## config.mk

```make
export PLATFORM = sky130hd
export DESIGN_NAME = level_unpacker
export DESIGN_NICKNAME = d
export VERILOG_FILES = /design/src/rtl/level_unpack_pkg.sv /design/src/rtl/level_lane_extract.sv /design/src/rtl/level_unpacker.sv
export SDC_FILE = /design/constraint.sdc
export NUM_CORES = 1
export LEC_CHECK = 0
export BUFFER_PORTS_ARGS = -buffer_cell sky130_fd_sc_hd__buf_2
export CORE_ASPECT_RATIO = 1.75
export CORE_MARGIN = 2
export CORE_UTILIZATION = 50
export CTS_CLUSTER_DIAMETER = 60
export DETAILED_ROUTE_END_ITERATION = 16
export GPL_ROUTABILITY_DRIVEN = 0
export PLACE_DENSITY = 0.77
export SYNTH_ARGS = -nofsm -noshare
export SYNTH_HDL_FRONTEND = slang
export SYNTH_HIERARCHICAL = 1
export SYNTH_SLANG_ARGS = --single-unit
```

## constraint.sdc

```tcl
create_clock -name clk -period 1.89 [get_ports clk]
set_input_delay 0.0945 -clock clk [delete_from_list [all_inputs] [get_ports clk]]
set_output_delay 0.0945 -clock clk [all_outputs]
set_load 0.01 [all_outputs]
```

## src/rtl/level_unpack_pkg.sv

```systemverilog
// Shared definitions for the level unpacker: width codes, lane counts and FSM states.
package level_unpack_pkg;

    localparam logic [1:0] WCODE_4  = 2'b00;
    localparam logic [1:0] WCODE_8  = 2'b01;
    localparam logic [1:0] WCODE_16 = 2'b10;
    localparam logic [1:0] WCODE_32 = 2'b11;

    typedef enum logic [1:0] {
        ST_IDLE,
        ST_LOAD,
        ST_EMIT,
        ST_DONE
    } state_t;

    // Levels carried by one 32-bit word for a given width code.
    function automatic logic [3:0] lanes_per_word(input logic [1:0] wcode);
        case (wcode)
            WCODE_4:  return 4'd8;
            WCODE_8:  return 4'd4;
            WCODE_16: return 4'd2;
            default:  return 4'd1;
        endcase
    endfunction

endpackage

```

## src/rtl/level_lane_extract.sv

```systemverilog
// Combinational lane select and sign extension of one packed level.
module level_lane_extract
    import level_unpack_pkg::*;
(
    input  logic [31:0]        word,
    input  logic [2:0]         lane,
    input  logic [1:0]         wcode,
    output logic signed [31:0] level
);

    logic [4:0]  shamt;
    logic [31:0] shifted;

    always_comb begin
        case (wcode)
            WCODE_4:  shamt = {lane, 2'b00};
            WCODE_8:  shamt = {lane[1:0], 3'b000};
            WCODE_16: shamt = {lane[0], 4'b0000};
            default:  shamt = 5'd0;
        endcase
        shifted = word >> shamt;
        case (wcode)
            WCODE_4:  level = {{28{shifted[3]}}, shifted[3:0]};
            WCODE_8:  level = {{24{shifted[7]}}, shifted[7:0]};
            WCODE_16: level = {{16{shifted[15]}}, shifted[15:0]};
            default:  level = shifted;
        endcase
    end

endmodule

```

## src/rtl/level_unpacker.sv

```systemverilog
// Unpacks 32-bit words of signed 4/8/16/32-bit levels into one level per beat.
// Optional macro LEVEL_UNPACKER_PREFETCH_EN adds a second word buffer for bubble-free throughput.
module level_unpacker
    import level_unpack_pkg::*;
#(
    parameter int WORD_W = 32,
    parameter int CNT_W  = 16
) (
    input  logic              clk,
    input  logic              rst,
    input  logic              start,
    input  logic [1:0]        cfg_width,
    input  logic [CNT_W-1:0]  cfg_count,
    input  logic              cfg_is_weight,
    output logic              busy,
    input  logic [WORD_W-1:0] in_word,
    input  logic              in_valid,
    output logic              in_ready,
    output logic [31:0]       level_int,
    output logic              is_weight,
    output logic              level_valid,
    input  logic              level_ready,
    output logic              done
);

    state_t            state, state_nxt;
    logic [1:0]        width_q;
    logic [CNT_W-1:0]  remaining_q;
    logic              is_weight_q;
    logic [WORD_W-1:0] word_q;
    logic [2:0]        lane_q;
    logic signed [31:0] lane_level;
    logic              level_hs, last_lane, final_beat;

`ifdef LEVEL_UNPACKER_PREFETCH_EN
    logic [WORD_W-1:0] buf_q;
    logic              buf_valid;
`endif

    level_lane_extract u_extract (
        .word  (word_q),
        .lane  (lane_q),
        .wcode (width_q),
        .level (lane_level)
    );

    assign level_valid = (state == ST_EMIT);
    assign level_hs    = level_valid && level_ready;
    assign last_lane   = ({1'b0, lane_q} == lanes_per_word(width_q) - 4'd1);
    assign final_beat  = (remaining_q == CNT_W'(1));
    assign busy        = (state == ST_LOAD) || (state == ST_EMIT);
    assign done        = (state == ST_DONE);
    assign is_weight   = is_weight_q;
    assign level_int   = level_valid ? lane_level : 32'd0;

`ifdef LEVEL_UNPACKER_PREFETCH_EN
    assign in_ready = (state == ST_LOAD) || ((state == ST_EMIT) && !buf_valid);
`else
    assign in_ready = (state == ST_LOAD);
`endif

    always_ff @(posedge clk or negedge rst) begin
        if (!rst) state <= ST_IDLE;
        else      state <= state_nxt;
    end

    always_comb begin
        state_nxt = state;
        case (state)
            ST_IDLE: if (start) state_nxt = (cfg_count == '0) ? ST_DONE : ST_LOAD;
            ST_LOAD: if (in_valid) state_nxt = ST_EMIT;
            ST_EMIT: begin
                if (level_hs) begin
                    if (final_beat) state_nxt = ST_DONE;
`ifdef LEVEL_UNPACKER_PREFETCH_EN
                    else if (last_lane) state_nxt = (buf_valid || in_valid) ? ST_EMIT : ST_LOAD;
`else
                    else if (last_lane) state_nxt = ST_LOAD;
`endif
                end
            end
            default: state_nxt = ST_IDLE;
        endcase
    end

    // NOTE: the word and counters are reset as well, so level_int and is_weight read 0 after reset.
    always_ff @(posedge clk or negedge rst) begin
        if (!rst) begin
            width_q     <= WCODE_4;
            remaining_q <= '0;
            is_weight_q <= 1'b0;
            word_q      <= '0;
            lane_q      <= '0;
`ifdef LEVEL_UNPACKER_PREFETCH_EN
            buf_q       <= '0;
            buf_valid   <= 1'b0;
`endif
        end else begin
            case (state)
                ST_IDLE: if (start) begin
                    width_q     <= cfg_width;
                    remaining_q <= cfg_count;
                    is_weight_q <= cfg_is_weight;
                end
                ST_LOAD: if (in_valid) begin
                    word_q <= in_word;
                    lane_q <= '0;
                end
                ST_EMIT: begin
                    if (level_hs) begin
                        remaining_q <= remaining_q - CNT_W'(1);
                        lane_q      <= lane_q + 3'd1;
                    end
`ifdef LEVEL_UNPACKER_PREFETCH_EN
                    // On a word boundary take the buffered word, or the incoming one straight through.
                    if (level_hs && last_lane && !final_beat) begin
                        if (buf_valid) begin
                            word_q    <= buf_q;
                            buf_valid <= 1'b0;
                            lane_q    <= '0;
                        end else if (in_valid) begin
                            word_q <= in_word;
                            lane_q <= '0;
                        end
                    end else if (in_valid && !buf_valid) begin
                        buf_q     <= in_word;
                        buf_valid <= 1'b1;
                    end
`endif
                end
                default: begin
`ifdef LEVEL_UNPACKER_PREFETCH_EN
                    buf_valid <= 1'b0;
`endif
                end
            endcase
        end
    end

endmodule

```

==> impl_metrics.json <==
{
  "hold_class": "primary input to flop",
  "ios": 93,
  "antenna_cells": 0,
  "track_usage": 0.337,
  "place_area_sq_um": 5520,
  "wirelength_um": 16000,
  "drv_cap": 0,
  "grt_pass1_wl_um": 24000,
  "relSlewSlack": 0.650,
  "cts_max_level": 2,
  "route.detailed.drc": 0,
  "root_buffer": "clkbuf_16",
  "final-setup-viol-count": 36,
  "cts_sinks": 56,
  "clk_latency_ns": 0.30,
  "hpwl_um": 10000,
  "nFillCells": 495,
  "synth_enable_flop_cells": 0,
  "ant_nets": 0,
  "yosysTopAreaCellShare": 0.327,
  "max_freq_mhz": 376,
  "viasPerCell": 6.12,
  "fin_skew_ns": 0.00392,
  "synth_cell_type_count": 78,
  "timing.reg2reg.setup_slack_ns": -0.38,
  "drive_above_1_share": 0.538,
  "worst-endpoint-required_ns": 1.80,
  "netlist_area_sq_um": 4290,
  "yosys_warnings": 6,
  "violations": "negative hold slack, negative setup slack",
  "rsz0062_at_grt": "true",
  "area_growth_pct": 54.4,
  "crit_fanout": 6,
  "rows": 44,
  "final_cells": 778,
  "holdCritStartpoint": "in_word[28]",
  "total_leakage_power_uw": 0.00295,
  "clk_path_buf_depth": 2,
  "post-synth-top-count-cell": "dfrtp_1",
  "numCtsBuffers": 5,
  "cts_tree": "built",
  "outcome": "complete, but fails checks",
  "synthTopCellsByArea": "dfrtp_1 33%, mux2_2 5.8%, and2_1 5.0%",
  "drtPass1Iterations": 5,
  "ys_seq_area_frac": 0.327,
  "vias": 4763,
  "worstSetupEndpoint": "level_int[27]",
  "final.setup.worst_slack_ns": -0.770,
  "worstReg2RegStart": "lane_q[0]$_DFFE_PN0P_",
  "start_kind": "flop",
  "tightest_slew_ns": 0.520,
  "period_needed_ns": 2.66,
  "crit_path_end_kind": "primary output",
  "hold_viol": 1,
  "numPortBuffers": 92,
  "drtIter0Drc": 284,
  "die_x_um": 74.0,
  "rr_endpoint": "state[1]$_DFFE_PN0P_",
  "p_per_area_nw_per_um2": 2000,
  "overflow": 0,
  "synth_ff_type": "dfrtp_1",
  "grt_pass1_vias": 4875,
  "syn_nets": 523,
  "dp_slack_ns": -0.474,
  "path_class": "flop to primary output",
  "crit_start": "width_q[0]$_DFFE_PN0P_",
  "yosys.area.top_type": "dfrtp_1",
  "coreArea_sq_um": 8310,
  "netlist_top_cells_count": "56 x dfrtp_1, 36 x a21oi_1, 34 x and2_1, 34 x nand2_1, 23 x nor2_1",
  "drv_slew": 0,
  "initial_core_util": 0.516,
  "fin_nets": 726,
  "dieArea_sq_um": 9360,
  "synthCells": 459,
  "ys_seq_elements": 56,
  "hold_ws_ns": -0.00000619,
  "wl_per_cell_um": 20.6,
  "grt_max_degree": 57,
  "ys_async_sr_fraction": 1.00,
  "cp_data_arrival_time_ns": 2.57,
  "reg2reg_depth": 8,
  "setup_tns_ns": -23.59,
  "antenna_found_initial": 0,
  "total_power_uw": 13300,
  "dp.cells": 723,
  "clk_pin_slew_ns": 0.08,
  "final.period_utilization": 1.41,
  "die_h_um": 126,
  "fin_area_sq_um": 6620,
  "syn_area_per_cell_sq_um": 9.34,
  "ir_drop_mv": 1.11
}
-- sequential cells by signal, indices dropped and copies added (netlist names) --
register and count:
is_weight 1, word_q 32, lane_q 3, width_q 2, remaining_q 16, state 2
-- layer usage --
layer | vias to the layer above | GRT usage | wire length, um
met4 | 0 | 0.227 | 1240
met5 | - | 0 | 0
met3 | 99 | 0.0492 | 786
met1 | 2281 | 0.338 | 5280
met2 | 276 | 0.612 | 8740
li1 | 2107 | - | -
-- what timing repair did --
item                       CTS  global route
pin swaps                   34            13
hold buffers                 4             0
gates cloned                 1             2
resized for setup           83            37
hold endpoints to repair    59             0
setup endpoints to repair   40            48
buffers inserted            37             6
-- worst max-delay path: stages, from the launching register on --
cell,delay [ns]
dfrtp_2,0.38
buf_6,0.14
mux2i_4,0.31
o2bb2ai_1,0.12
a2111o_1,0.50
nand4b_1,0.16
buf_6,0.14
buf_12,0.12
nand3_1,0.09
and2_4,0.18
buf_6,0.11
-- cells by family after synthesis --
family / count (synthesis) / share of synthesized area
adder cells (fa/ha/maj): 8 / 0.0234
buffers and inverters: 42 / 0.0584
flip-flops: 56 / 0.327
multiplexers: 60 / 0.167
AO/OA/AOI/OAI: 122 / 0.201
AND/OR/NAND/NOR: 171 / 0.223
-- layout make-up --
type                    count  area, sq um  share of cell area
flip-flops and latches     56         1410               0.212
inverters                  12         45.0             0.00680
clock inverters             3         27.5             0.00416
well taps                 115          144              0.0217
clock buffers               5          125              0.0189
repair buffers            226         1780               0.269
multi-input cells         361         3090               0.467
-- report_power, final --
part / internal (uW) / switching (uW) / leakage [uW]
clock network: 505 / 497 / 0.0000719
logic: 5070 / 4730 / 0.00222
registers: 1820 / 649 / 0.000653
total: 7390 / 5870 / 0.00295
-- layout by cell type (no fill, tap or decap), types with 8 or more instances in the layout --
cell type  netlist  layout
mux2_1          18      17
nor2_1          23      22
buf_12           0       8
nand3_1         16       8
nand2_1         34      30
and2_4           0      12
mux2_2          22      21
dfrtp_1         56      52
o22ai_1         10       9
mux2i_1         14       9
o21ai_0         10       8
and2_1          34      22
buf_6            3      31
buf_4            6      97
buf_2            6      81
a21oi_1         36      32
-- metrics by stage --
stage,util,hold slack [ns]
floorplan,-,-0.201
global placement,0.664,0.116
detailed placement,0.664,0.122
CTS,0.768,0.000676
global route,0.796,0.00395
finish,0.796,-0.00000619
-- worst min path at each step --
stage	to	slack (ns)	cells past startpoint
floorplan	is_weight$_DFFE_PN0P_	-0.20	0
global placement	remaining_q[8]$_DFFE_PN0P_	0.12	2
detailed placement	remaining_q[8]$_DFFE_PN0P_	0.12	2
CTS	word_q[28]$_DFFE_PN0P_	0.0007	2
global route	word_q[24]$_DFFE_PN0P_	0.004	2
finish	word_q[28]$_DFFE_PN0P_	-0.000006	2
Note: power is estimated with default switching activity, not from simulation.
